## src/rtl/uart_rx_ctrl.sv

```systemverilog
// UART 8N1 receive controller. It sequences an external 8-bit SIPO register,
// latches the completed byte, and hands it off on a valid/ready interface.
module uart_rx_ctrl #(
  parameter int CLKS_PER_BIT = 434
) (
  input  logic       clk_i,
  input  logic       reset_ni,
  input  logic       rx_in_i,
  input  logic [7:0] sipo_q_i,
  output logic       sipo_shift_o,
  output logic       sipo_bit_o,
  output logic       sipo_clr_o,
  output logic [7:0] data_out_o,
  output logic       rx_valid_o,
  input  logic       rx_ready_i,
  output logic       frame_err_o,
  output logic       overrun_err_o,
  output logic       busy_o
);

  localparam int TW = $clog2(CLKS_PER_BIT);
  localparam logic [TW-1:0] HALF_RELOAD = TW'(CLKS_PER_BIT / 2 - 1);
  localparam logic [TW-1:0] FULL_RELOAD = TW'(CLKS_PER_BIT - 1);

  typedef enum logic [2:0] {
    S_IDLE,
    S_START,
    S_DATA,
    S_STOP,
    S_BREAK
  } state_e;

  state_e        state_q, state_d;
  logic [1:0]    sync_q;
  logic          rxs;
  logic [TW-1:0] tmr_q, tmr_d;
  logic [2:0]    bit_cnt_q, bit_cnt_d;
  logic          expired;

  logic          sipo_shift_q, sipo_shift_d;
  logic          sipo_bit_q, sipo_bit_d;
  logic          sipo_clr_q, sipo_clr_d;
  logic [7:0]    data_out_q, data_out_d;
  logic          rx_valid_q, rx_valid_d;
  logic          frame_err_q, frame_err_d;
  logic          overrun_err_q, overrun_err_d;

  // Flops reset to the idle level so a reset never looks like a start bit.
  always_ff @(posedge clk_i or negedge reset_ni) begin
    if (!reset_ni) begin
      sync_q <= 2'b11;
    end else begin
      sync_q <= {sync_q[0], rx_in_i};
    end
  end

  assign rxs     = sync_q[1];
  assign expired = (tmr_q == '0);

  always_comb begin
    state_d       = state_q;
    tmr_d         = tmr_q;
    bit_cnt_d     = bit_cnt_q;
    sipo_shift_d  = 1'b0;
    sipo_bit_d    = 1'b0;
    sipo_clr_d    = 1'b0;
    frame_err_d   = 1'b0;
    overrun_err_d = 1'b0;
    data_out_d    = data_out_q;
    rx_valid_d    = rx_valid_q;

    if (rx_valid_q && rx_ready_i) begin
      rx_valid_d = 1'b0;
    end

    case (state_q)
      S_IDLE: begin
        if (!rxs) begin
          tmr_d   = HALF_RELOAD;
          state_d = S_START;
        end
      end

      S_START: begin
        if (!expired) begin
          tmr_d = tmr_q - TW'(1);
        end else if (!rxs) begin
          sipo_clr_d = 1'b1;
          tmr_d      = FULL_RELOAD;
          bit_cnt_d  = 3'd0;
          state_d    = S_DATA;
        end else begin
          state_d = S_IDLE;
        end
      end

      S_DATA: begin
        if (!expired) begin
          tmr_d = tmr_q - TW'(1);
        end else begin
          sipo_shift_d = 1'b1;
          sipo_bit_d   = rxs;
          tmr_d        = FULL_RELOAD;
          bit_cnt_d    = bit_cnt_q + 3'd1;
          if (bit_cnt_q == 3'd7) begin
            state_d = S_STOP;
          end
        end
      end

      S_STOP: begin
        if (!expired) begin
          tmr_d = tmr_q - TW'(1);
        end else if (rxs) begin
          state_d = S_IDLE;
          // An accept in this same cycle frees the holding register.
          if (rx_valid_q && !rx_ready_i) begin
            overrun_err_d = 1'b1;
          end else begin
            data_out_d = sipo_q_i;
            rx_valid_d = 1'b1;
          end
        end else begin
          frame_err_d = 1'b1;
          state_d     = S_BREAK;
        end
      end

      S_BREAK: begin
        if (rxs) begin
          state_d = S_IDLE;
        end
      end

      default: begin
        state_d = S_IDLE;
      end
    endcase
  end

  always_ff @(posedge clk_i or negedge reset_ni) begin
    if (!reset_ni) begin
      state_q       <= S_IDLE;
      tmr_q         <= '0;
      bit_cnt_q     <= 3'd0;
      sipo_shift_q  <= 1'b0;
      sipo_bit_q    <= 1'b0;
      sipo_clr_q    <= 1'b0;
      data_out_q    <= 8'h00;
      rx_valid_q    <= 1'b0;
      frame_err_q   <= 1'b0;
      overrun_err_q <= 1'b0;
    end else begin
      state_q       <= state_d;
      tmr_q         <= tmr_d;
      bit_cnt_q     <= bit_cnt_d;
      sipo_shift_q  <= sipo_shift_d;
      sipo_bit_q    <= sipo_bit_d;
      sipo_clr_q    <= sipo_clr_d;
      data_out_q    <= data_out_d;
      rx_valid_q    <= rx_valid_d;
      frame_err_q   <= frame_err_d;
      overrun_err_q <= overrun_err_d;
    end
  end

  assign sipo_shift_o  = sipo_shift_q;
  assign sipo_bit_o    = sipo_bit_q;
  assign sipo_clr_o    = sipo_clr_q;
  assign data_out_o    = data_out_q;
  assign rx_valid_o    = rx_valid_q;
  assign frame_err_o   = frame_err_q;
  assign overrun_err_o = overrun_err_q;
  assign busy_o        = (state_q != S_IDLE);

endmodule

```

## config.mk

```make
export PLATFORM = sky130hd
export DESIGN_NAME = uart_rx_ctrl
export DESIGN_NICKNAME = d
export VERILOG_FILES = /design/src/rtl/uart_rx_ctrl.sv
export SDC_FILE = /design/constraint.sdc
export NUM_CORES = 1
export LEC_CHECK = 0
export ABC_CLOCK_PERIOD_IN_PS = 4500
export CAP_MARGIN = 30
export CORE_AREA = 4 4 79 81
export DETAILED_ROUTE_END_ITERATION = 16
export DIE_AREA = 0 0 83 85
export HOLD_SLACK_MARGIN = 0.08
export PLACE_DENSITY = 0.47
export SETUP_SLACK_MARGIN = 0.05
export SYNTH_ARGS = -nofsm -noshare
export SYNTH_HDL_FRONTEND = slang
export SYNTH_SLANG_ARGS = --single-unit
```

## constraint.sdc

```tcl
create_clock -name clk_i -period 4.5 [get_ports clk_i]
set_input_delay 0.45 -clock clk_i [delete_from_list [all_inputs] [get_ports clk_i]]
set_output_delay 0.45 -clock clk_i [all_outputs]
set_load 0.05 [all_outputs]
```

==> results of run 1 <==
## cells in the final DEF, fill, tap and decap left out, drive strengths merged, types with 2 or more instances in the layout
master	count
nor4	2
o22a	2
o31ai	2
a211oi	3
clkbuf	6
dfstp	2
dfrtp	29
mux2	8
and3b	2
nor3	5
o21bai	3
o22ai	3
nand2b	2
or3	2
o21ai	2
nor2	8
clkdlybuf4s50	26
or2	2
o221a	3
inv	11
ha	3
a221oi	3
nand3	7
a41oi	3
nand4	2
nor2b	2
a21oi	4
and3	3
nand2	3
## power breakdown
| part | total [W] | internal (W) | leakage (nW) | switching [W] |
|---|---|---|---|---|
| sequential | 0.000282 | 0.000280 | 0.408 | 0.00000125 |
| combinational | 0.0000183 | 0.00000969 | 0.404 | 0.00000861 |
| clock | 0.000286 | 0.000179 | 0.0612 | 0.000107 |
| total | 0.000586 | 0.000469 | 0.873 | 0.000117 |
## layout make-up
class,instances,area share [%]
flip-flops and latches,31,37.7
clock buffers,6,4.00
well taps,72,4.36
clock inverters,2,1.70
inverters,11,2.00
repair buffers,27,13.0
multi-input cells,96,37.3
## metal layers
| metal | up-vias | track usage [%] | wire [um] |
|---|---|---|---|
| met3 | 8 | 3.40 | 215 |
| met5 | - | 0 | 0 |
| met1 | 610 | 13.5 | 1620 |
| met4 | 0 | 4.90 | 68 |
| met2 | 40 | 17.0 | 1650 |
| li1 | 600 | - | - |
## worst max-delay path: stages, from the launching register on
cell             delay (ns)
dfrtp_1                0.83
or3_1                  0.19
clkdlybuf4s50_1        0.79
## registers in the layout (all words and copies together) (netlist names)
register       cells
data_out_o         8
state_q            3
overrun_err_o      1
bit_cnt_q          3
frame_err_o        1
sipo_clr_o         1
sipo_bit_o         1
sipo_shift_o       1
tmr_q              9
sync_q             2
rx_valid_o         1
## synthesized netlist by cell type, types with 2 or more instances
library cell	number	area, sq um
o221a_1	3	33.8
a221oi_1	3	26.3
mux2_2	2	22.5
and3_1	3	18.8
nor3_1	2	10.0
a21oi_1	4	20.0
nor3_2	2	20.0
a211oi_1	3	22.5
o22ai_1	3	18.8
mux2_1	6	67.6
or2_2	2	12.5
or3_1	2	12.5
dfstp_2	2	52.6
inv_1	11	41.3
o21bai_1	3	22.5
o22a_1	2	17.5
ha_1	3	37.5
o31ai_1	2	15.0
nand3_1	6	30.0
nand4_1	2	12.5
a41oi_1	3	26.3
nand2_1	3	11.3
nor2_1	7	26.3
dfrtp_1	29	726
and3b_1	2	17.5
buf_2	2	10.0
nand2b_1	2	12.5
clkbuf_1	3	11.3
nor2b_1	2	12.5
## metrics by stage
stage | util [%] | instances | total power, W
floorplan | - | 144 | 0.000289
global placement | 35.6 | 237 | 0.000306
detailed placement | 35.6 | 237 | 0.000306
CTS | 37.7 | 245 | 0.000597
global route | 37.7 | 245 | 0.000611
finish | 37.7 | 245 | 0.000586
## final timing paths
path | startpoint | slack (ns) | depth (start not counted) | endpoint
min in group asynchronous | reset_ni | 0.55 | 2 | overrun_err_o$_DFF_PN0_
max in group asynchronous | reset_ni | 3.64 | 2 | sync_q[0]$_DFF_PN1_
min | sync_q[0]$_DFF_PN1_ | 0.36 | 0 | sync_q[1]$_DFF_PN1_
max reg2reg | tmr_q[0]$_DFFE_PN0P_ | 2.23 | 6 | data_out_o[1]$_DFFE_PN0P_
min reg2reg | sync_q[0]$_DFF_PN1_ | 0.36 | 0 | sync_q[1]$_DFF_PN1_
max | state_q[2]$_DFFE_PN0P_ | 1.94 | 2 | busy_o
## kinds of logic after synthesis
group / Yosys count / synth area share [%]
AND/OR/NAND/NOR: 45 / 19.5
multiplexers: 9 / 6.20
adder cells (fa/ha/maj): 3 / 2.33
buffers and inverters: 17 / 4.11
flip-flops: 31 / 48.2
AO/OA/AOI/OAI: 38 / 19.1
XOR/XNOR: 1 / 0.543
==> flow_summary_export.csv, run 1 <==
group,metric,value,unit
floorplan,die_y,85,um
floorplan,ioPinCount,27,
floorplan,coreArea,0.00547,sq mm
worst_hold_path,hp-class,"register to register",
yosys,async_flop_share,100,%
timing,rsz0062_at_grt,"false",
layout,regArea,778,sq um
clock_tree,tritoncts,"yes",
placement,dp_hpwl,2620,um
yosys,synthCells,144,
floorplan,start_util,29.5,%
yosys,yosysSeqAreaShare,48.2,%
layout,diodes,0,
clock_tree,cts_buffer_depth,2,
floorplan,fp-row-count,27,
yosys,yosys_warnings,0,
timing,setup_viol,0,
yosys,synthesis.area,0.00161,sq mm
layout,fillers,566,
global_routing,grt_pass1_wl,6130,um
timing,hold_violations,0,
routing,via_per_inst,5.13,
setup_path,crit_fanout,22,
clock_tree,clock-sinks,31,
setup_path,path_class,"register to output pin",
placement,gp_congestion,0.802,
global_routing,antenna_found_initial,0,
floorplan,die_w,83,um
routing,dr.first_iter.drc_count,48,
power,vdd_drop_max,92.0,uV
placement,io_buffers,26,
routing,wl,3560,um
clock_tree,cts_setup_buffers,0,
timing,maxSlewViolCount,0,
timing,holdWs,0.362,ns
timing,skew,0.00762,ns
layout,drive_above_1_share,15.6,%
setup_path,worstSetupStartpointType,"register",
routing,antenna_left,0,
layout,area_growth,27.9,%
timing,final.setup.tns,0,ns
routing,routedWlPerCell,14.5,um
timing,fin_crit,2.56,ns
clock_tree,htree_levels,2,
floorplan,die_area,0.00706,sq mm
global_routing,grt_max_degree,32,
clock_tree,hold_buffers,0,
clock_tree,path_clk_slew,0.06,ns
timing,setup_ws,1.94,ns
routing,drc,0,
clock_tree,numCtsBuffers,5,
setup_path,cp.required,4.05,ns
layout,multi_input_area,769,sq um
timing,max_freq,391,MHz
layout,stdcell_area,0.00206,sq mm
run,maxCapViolations,0,
global_routing,grt_overflow,0,
clock_tree,cts_root_buf,"clkbuf_8",
timing,worstMarginPinSlew,0.789,ns
power,p_leak,0.873,nW
routing,vias,1258,
global_routing,grt_pass1_vias,1252,
timing,fin_crit_sh,56.9,%
yosys,synth-main-ff-cell,"dfrtp_1",
yosys,synth_seq_cells,31,
clock_tree,cts.repair.resized,0,
timing,slew_headroom,46.9,%
yosys,syn-num-nets,159,
placement,placedInstanceArea,0.00195,sq mm
setup_path,critPathArrivalTime,2.11,ns
placement,preCtsSetupSlack,2.24,ns
run_status,outcome,"finished, final reports clean",
layout,final_nets,187,
global_routing,grtUsageTotal,10.8,%
setup_path,cp-end-kind,"output pin",
power,power.density,284,mW/mm^2
clock_tree,clock_latency,0.29,ns
yosys,avgSynthCellArea,11.2,sq um
yosys,synth_cell_type_count,54,
yosys,synth_edf_count,0,
routing,drt_first_pass_iters,4,
Note: power is estimated with default switching activity, not from simulation.
==> run 2: changes to the inputs <==
- ABC_CLOCK_PERIOD_IN_PS: 4500 -> 2090
- PLACE_DENSITY: 0.47 -> 0.49
- clock period: 4.5 -> 2.09 ns (I/O delays scaled with it)
==> run 2 against run 1 <==
  * Sequential share of layout area shrank 1.9 points
  * Cell count grew 5.7%
  * Sequential power grew 110%
  * Clock-buffer cell count is the same
  * Combinational power grew 150%
  * Global-route usage shrank 0.19 points
  * First-iteration DRC count shrank 10%
  * Setup slack lost 1.8 ns
  * Flip-flop and latch count is the same
  * Largest cell class is now multi-input combinational cells
  * Highest routed layer unchanged
==> flow_summary_export.csv, run 2 (same netlist as run 1, synthesis figures left out) <==
group,metric,value,unit
run_status,outcome,"finished, final reports clean",
setup_path,worstPathCellList,"inv_1 -> ha_4 -> or4b_4 -> nor3_4 -> buf_4 -> nand3_1 -> a21oi_1",
timing,final.setup.tns,0,ns
power,vdd_drop_max,209,uV
floorplan,start_util,29.5,%
setup_path,crit_fanout,5,
setup_path,path_class,"register to register",
run,maxCapViolations,0,
floorplan,fp-row-count,27,
layout,diodes,0,
layout,drive_above_1_share,24.1,%
timing,setup_viol,0,
setup_path,critPathArrivalTime,2.12,ns
clock_tree,clock-sinks,31,
power,p_switching,0.000236,W
layout,fillers,548,
routing,antenna_left,0,
global_routing,grt_pass1_vias,1245,
power,combPwrFrac,4.0,%
clock_tree,hold_buffers,0,
timing,skew,0.0108,ns
layout,area_growth,34.7,%
power,pwr-share-clk,42.1,%
power,power.density,516,mW/mm^2
clock_tree,tritoncts,"yes",
setup_path,reg2reg_to,"state_q[2]$_DFFE_PN0P_",
worst_hold_path,hp-class,"primary input to asynchronous set/reset pin",
timing,fin_crit_sh,91.7,%
layout,largest_reg_flops,9,
global_routing,grt_max_degree,32,
floorplan,die_w,83,um
clock_tree,clock_latency,0.28,ns
floorplan,die_area,0.00706,sq mm
layout,regArea,778,sq um
timing,rsz0062_at_grt,"false",
placement,gp_congestion,0.868,
clock_tree,cts_root_buf,"clkbuf_8",
setup_path,max_stage_delay,0.55,ns
layout,final_nets,202,
placement,dp_hpwl,2690,um
routing,drt_first_pass_iters,4,
global_routing,grt_overflow,0,
routing,wl,3650,um
routing,vias,1325,
setup_path,rrSetupSlack,0.17,ns
power,p_leak,0.940,nW
global_routing,antenna_found_initial,0,
floorplan,ioPinCount,27,
timing,slew_headroom,63.3,%
timing,holdWs,0.308,ns
routing,dr.first_iter.drc_count,43,
floorplan,coreArea,0.00547,sq mm
layout,layout_commonest_cell,"dfrtp_1",
timing,max_freq,522,MHz
setup_path,cp-startpoint,"tmr_q[1]$_DFFE_PN0P_",
power,seqPwrFrac,53.9,%
clock_tree,numCtsBuffers,5,
clock_tree,htree_levels,2,
timing,hold_violations,0,
setup_path,cp.required,2.29,ns
power,swShare,21.1,%
timing,worstMarginPinSlew,0.550,ns
clock_tree,cts_buffer_depth,2,
routing,via_per_inst,5.12,
power,p_int,0.000885,W
setup_path,worstSetupStartpointType,"register",
layout,top_register,"tmr_q",
setup_path,critPathTopFamily,"simple AND/OR/NAND/NOR gates",
global_routing,grtUsageTotal,10.6,%
layout,final_cell_mix,"29 x dfrtp_1, 25 x clkdlybuf4s50_1, 16 x buf_4",
layout,multi_input_area,807,sq um
routing,drc,0,
floorplan,die_y,85,um
global_routing,grt_pass1_wl,6110,um
routing,routedWlPerCell,14.1,um
setup_path,reg2reg_depth,7,
clock_tree,path_clk_slew,0.07,ns
setup_path,cp_num_buf_inv,2,
setup_path,r2r_start,"tmr_q[1]$_DFFE_PN0P_",
timing,fin_crit,1.92,ns
timing,maxSlewViolCount,0,
setup_path,cp-end-kind,"register",
placement,io_buffers,26,
setup_path,crit_slowest_cell,"or4b_4",
## run 2: area by class of cell
class,instances,area share [%]
timing repair buffer,41,17.0
sequential,31,35.8
tap,72,4.14
clock buffer,6,3.80
inverter,11,1.90
clock inverter,1,0.230
multi-input combinational,97,37.1
## run 2: metrics by stage
stage,area (sq um),power [W],setup slack [ns],utilization [%],cells
floorplan,1610,0.000622,0.163,-,144
global placement,2020,0.000661,0.114,36.9,247
detailed placement,2020,0.000661,0.0762,36.9,247
CTS,2110,0.00114,0.0568,38.5,254
global route,2170,0.00117,0.0622,39.7,259
finish,2170,0.00112,0.173,39.7,259
## run 2: what timing repair did
item,CTS,global route
setup endpoints to repair,0,19
gates resized for setup,0,6
buffers inserted,0,4
## run 2: worst max path at each step
stage	end	slack (ns)	depth (start not counted)
finish	state_q[2]$_DFFE_PN0P_	0.17	7
floorplan	data_out_o[1]$_DFFE_PN0P_	0.16	6
detailed placement	bit_cnt_q[0]$_DFFE_PN0P_	0.08	6
global route	state_q[2]$_DFFE_PN0P_	0.06	7
CTS	bit_cnt_q[0]$_DFFE_PN0P_	0.06	6
global placement	bit_cnt_q[0]$_DFFE_PN0P_	0.11	6
## run 2: power by group through the flow
stage                     registers, W   logic (W)  clock network, W
after floorplan               0.000616  0.00000543                 0
after global placement        0.000615   0.0000456                 0
after detailed placement      0.000615   0.0000463                 0
after CTS                     0.000604   0.0000467          0.000492
after global routing          0.000604   0.0000503          0.000514
final                         0.000604   0.0000451          0.000472
## run 2: layer usage
metal	track usage, %	wire length, um	vias up
met2	17.3	1770	36
met5	0	0	-
met3	3.69	193	4
met1	13.6	1650	653
li1	-	-	632
met4	2.23	35	0
==> run 3: changes to the inputs <==
- HOLD_SLACK_MARGIN: 0.08 -> default
==> results of run 3 <==
The final DEF is identical to that of run 2; final timing and power are the same.
